[config.mk]
export PLATFORM = sky130hd
export DESIGN_NAME = hazard_unit
export DESIGN_NICKNAME = d
export VERILOG_FILES = /design/src/rtl/hazard_unit.sv
export SDC_FILE = /design/constraint.sdc
export NUM_CORES = 1
export LEC_CHECK = 0
export ABC_AREA = 1
export BUFFER_PORTS_ARGS = -buffer_cell sky130_fd_sc_hd__buf_2
export CORE_MARGIN = 1
export CORE_UTILIZATION = 57
export DETAILED_ROUTE_END_ITERATION = 8
export PLACE_DENSITY_LB_ADDON = 0.08
export SLEW_MARGIN = 20
export SYNTH_ARGS = -nofsm -noshare
export SYNTH_HDL_FRONTEND = slang
export SYNTH_SLANG_ARGS = --single-unit
export TNS_END_PERCENT = 1
[constraint.sdc]
create_clock -name clk -period 5.5 [get_ports clk]
set_clock_uncertainty 0.2 [all_clocks]
set_input_delay 0.275 -clock clk [delete_from_list [all_inputs] [get_ports clk]]
set_output_delay 0.275 -clock clk [all_outputs]
set_load 0.01 [all_outputs]
[src/rtl/hazard_unit.sv]
// hazard_unit: EX-stage operand forwarding selects plus forwarding statistics.
//
// Ports:
//   clk, rst               - rising-edge clock, synchronous active-high reset
//   RegWriteM, RegWriteW   - MEM / WB stage instruction writes the register file
//   RS1E, RS2E             - EX-stage source register indices
//   RDM, RDW               - MEM / WB stage destination register indices
//   ForwardAE, ForwardBE   - operand selects (00 regfile, 01 WB, 10 MEM), combinational
//   FwdMemCnt, FwdWbCnt    - saturating counts of cycles forwarding from MEM / WB
module hazard_unit (
  input  logic        clk,
  input  logic        rst,
  input  logic        RegWriteM,
  input  logic        RegWriteW,
  input  logic [4:0]  RS1E,
  input  logic [4:0]  RS2E,
  input  logic [4:0]  RDM,
  input  logic [4:0]  RDW,
  output logic [1:0]  ForwardAE,
  output logic [1:0]  ForwardBE,
  output logic [15:0] FwdMemCnt,
  output logic [15:0] FwdWbCnt
);

  localparam int unsigned REG_W = 5;
  localparam int unsigned CNT_W = 16;

  localparam logic [1:0] SEL_RF  = 2'b00;
  localparam logic [1:0] SEL_WB  = 2'b01;
  localparam logic [1:0] SEL_MEM = 2'b10;

  localparam logic [CNT_W-1:0] CNT_MAX = {CNT_W{1'b1}};

  logic [CNT_W-1:0] fwd_mem_cnt_q, fwd_mem_cnt_d;
  logic [CNT_W-1:0] fwd_wb_cnt_q,  fwd_wb_cnt_d;
  logic             any_mem_c;
  logic             any_wb_c;

  // Select for one source; MEM wins over WB because it holds the newer value,
  // and x0 is never forwarded.
  function automatic logic [1:0] fwd_sel(
    input logic             rst_i,
    input logic [REG_W-1:0] rs,
    input logic             rw_m,
    input logic [REG_W-1:0] rd_m,
    input logic             rw_w,
    input logic [REG_W-1:0] rd_w
  );
    logic [1:0] sel;
    sel = SEL_RF;
    if (rst_i) begin
      sel = SEL_RF;
    end else if (rw_m && (rd_m != '0) && (rd_m == rs)) begin
      sel = SEL_MEM;
    end else if (rw_w && (rd_w != '0) && (rd_w == rs)) begin
      sel = SEL_WB;
    end
    return sel;
  endfunction

  // Forwarding selects and next counter values.
  always_comb begin
    ForwardAE     = fwd_sel(rst, RS1E, RegWriteM, RDM, RegWriteW, RDW);
    ForwardBE     = fwd_sel(rst, RS2E, RegWriteM, RDM, RegWriteW, RDW);
    any_mem_c     = (ForwardAE == SEL_MEM) || (ForwardBE == SEL_MEM);
    any_wb_c      = (ForwardAE == SEL_WB)  || (ForwardBE == SEL_WB);
    fwd_mem_cnt_d = fwd_mem_cnt_q;
    fwd_wb_cnt_d  = fwd_wb_cnt_q;
    if (any_mem_c && (fwd_mem_cnt_q != CNT_MAX)) begin
      fwd_mem_cnt_d = fwd_mem_cnt_q + CNT_W'(1);
    end
    if (any_wb_c && (fwd_wb_cnt_q != CNT_MAX)) begin
      fwd_wb_cnt_d = fwd_wb_cnt_q + CNT_W'(1);
    end
  end

  // Statistics registers.
  always_ff @(posedge clk) begin
    if (rst) begin
      fwd_mem_cnt_q <= '0;
      fwd_wb_cnt_q  <= '0;
    end else begin
      fwd_mem_cnt_q <= fwd_mem_cnt_d;
      fwd_wb_cnt_q  <= fwd_wb_cnt_d;
    end
  end

  assign FwdMemCnt = fwd_mem_cnt_q;
  assign FwdWbCnt  = fwd_wb_cnt_q;

endmodule

==> impl_metrics.tcl <==
set metrics [dict create \
    critical_path.cell_chain "ha_1, nand2_2, nor3_4, nand4_4, nand2_4, nand2_1, a21oi_2" \
    maxCapViolations 0 \
    syn_inst 357 \
    n_fill_cell 316 \
    stdcell_area_sq_mm 0.002738 \
    synth_edf_count 0 \
    worst_pin_slew_ns 0.6574 \
    grt_antenna_before_repair 0 \
    synth_commonest_cells "94 x nand2_1, 47 x nand3_1, 39 x inv_1, 35 x nor2_1, 32 x dfxtp_1" \
    hold_violations 0 \
    syn2layout_area_growth_pct 18.53 \
    power_density_mw_per_mm2 191.5 \
    yosysMostFrequentCell "nand2_1" \
    synth.top_cell.area_share_pct 27.74 \
    grt_max_degree 31 \
    first_pass_iters 5 \
    die-area_sq_mm 0.004311 \
    yosys-top-cells-area "dfxtp_1 28%, nand2_1 15%, xor2_1 10%" \
    avgSynthCellArea_sq_um 6.470 \
    outcome "complete, no violations" \
    netlist_area_sq_mm 0.002310 \
    tns_ns 0 \
    crit_type "register to register" \
    crit_arrival_ns 2.27 \
    synth.distinct_cells 26 \
    via_per_inst 5.246 \
    max_stage_delay_ns 0.46 \
    rsz0062_at_grt "no" \
    num_vias 2429 \
    post-place-ws_ns 3.202 \
    p_int_w 0.0004088 \
    grt_usage_pct 26.15 \
    drt_iter0_drc 164 \
    rows 22 \
    layout_setup_ws_ns 3.245 \
    fmax_mhz 443.4 \
    worstSetupStartpointType "register" \
    cts_buffers 5 \
    syn-num-nets 383 \
    ir_drop_uv 129.0 \
    synth_flop_cell "dfxtp_1" \
    hold_class "register to register" \
    async_flop_share_pct 0 \
    maxSlewHeadroom_pct 56.17 \
    critical-path-slowest-cell "dfxtp_1" \
    first_global_vias 2064 \
    die_y_um 65.66 \
    route.detailed.drc 0 \
    grt_overflow 0 \
    dieWidth_um 65.66 \
    final_nets 440 \
    core_area_sq_mm 0.003771 \
    ys_seq_area_share_pct 27.74 \
    switching_share_pct 22.04 \
    drive_gt1_share_pct 21.93 \
    crit_required_ns 5.52 \
    synth_seq_cells 32 \
    comb_power_share_pct 8.8 \
    p_leak_nw 1.274 \
    gp_congestion 0.9008 \
    seqPwrFrac_pct 44.4 \
    power_w 0.0005244 \
    setup-violations-final 0 \
    floorplan.initialDensity_pct 61.25 \
    ioPinCount 60 \
    root_buffer "clkbuf_8" \
    clk-insertion-delay-late_ns 0.29 \
    finalCriticalPeriod_ns 2.255 \
    slew_violations 0 \
    cts_hold_buf 0 \
    timing.hold.ws_ns 0.2801 \
    htreeDepth 2 \
    clkSlewWorstSetupHoldPaths_ns 0.07 \
    p_switching_w 0.0001156 \
    ys_warn_count 0 \
    period_share_pct 41.00 \
    port_buffers 59 \
    n_antenna_cell 0 \
    cts_setup_buffers 0 \
    clockPowerShare_pct 46.8 \
    place_area_sq_mm 0.002611 \
    clkSinkCount 32 \
    hpwl_mm 3.905 \
    post_cts_resized 0 \
    endpoint_kind "register" \
    wl_per_cell_um 11.30 \
    cp_max_fo 17 \
    clockBufferDepth 2 \
    cts_tree "done" \
    drtAntennaViolNets 0 \
    wirelength_mm 5.231 \
    grt_pass1_wl_mm 8.769 \
    yosys.area.top_type "dfxtp_1" \
]
placed cells by master, fill, tap and decap left out, drive strengths merged, types with 7 or more instances in the layout:
| cell type | count |
|---|---|
| inv | 42 |
| dfxtp | 32 |
| clkbuf | 7 |
| nor2 | 37 |
| xor2 | 27 |
| nand2 | 100 |
| a21oi | 32 |
| nand4 | 8 |
| nor3 | 10 |
| nand3 | 47 |
| buf | 59 |
critical path, delay by kind of cell, from the launching register on:
family / cells / cell delay (ns)
simple gates: 5 / 1.10
fa+ha+maj: 1 / 0.29
compound gates: 1 / 0.12
flops: 1 / 0.46
through the flow:
stage | std cells | utilization (%)
floorplan | 357 | -
global placement | 455 | 69.24
detailed placement | 455 | 69.24
finish | 463 | 72.59
CTS | 463 | 72.59
global route | 463 | 72.59
routing by layer:
metal | up-vias | global-route usage (%) | wire length [um]
li1 | 1254 | - | -
met2 | 86 | 41.96 | 2441
met1 | 1080 | 34.42 | 2378
met3 | 9 | 4.688 | 338
met4 | 0 | 9.783 | 73
met5 | - | 0 | 0
power groups by stage:
stage,Clock (W),Sequential [W],Combinational [W]
floorplan,0,0.000238,0.0000277
CTS,0.000251,0.000233,0.0000459
global route,0.000260,0.000233,0.0000521
global placement,0,0.000238,0.0000452
finish,0.000246,0.000233,0.0000460
detailed placement,0,0.000238,0.0000458
layout make-up:
class / count / area [sq um] / area share (%)
well taps: 48 / 60.06 / 2.194
multi-input cells: 274 / 1458 / 53.24
repair buffers: 59 / 295.3 / 10.79
clock buffers: 7 / 96.34 / 3.519
clock inverters: 1 / 30.03 / 1.097
inverters: 42 / 157.7 / 5.759
flip-flops and latches: 32 / 640.6 / 23.40
registers in the layout, indices dropped and copies added, names as in the netlist:
signal / flops
FwdMemCnt: 16
FwdWbCnt: 16
final timing paths:
check | end | depth (start not counted) | slack (ns) | start
max | FwdWbCnt[5]$_SDFFE_PP0P_ | 7 | 3.24 | FwdWbCnt[0]$_SDFFE_PP0P_
min reg2reg | FwdWbCnt[14]$_SDFFE_PP0P_ | 2 | 0.28 | FwdWbCnt[14]$_SDFFE_PP0P_
min | FwdWbCnt[14]$_SDFFE_PP0P_ | 2 | 0.28 | FwdWbCnt[14]$_SDFFE_PP0P_
max reg2reg | FwdWbCnt[5]$_SDFFE_PP0P_ | 7 | 3.24 | FwdWbCnt[0]$_SDFFE_PP0P_
logic make-up after synthesis:
group / count (synthesis) / synth area share (%)
fa+ha+maj: 2 / 1.083
flops: 32 / 27.74
simple gates: 206 / 40.90
compound gates: 33 / 8.613
buf+inv: 51 / 9.155
xor+xnor: 33 / 12.51
Power figures use the tool's default switching activity.
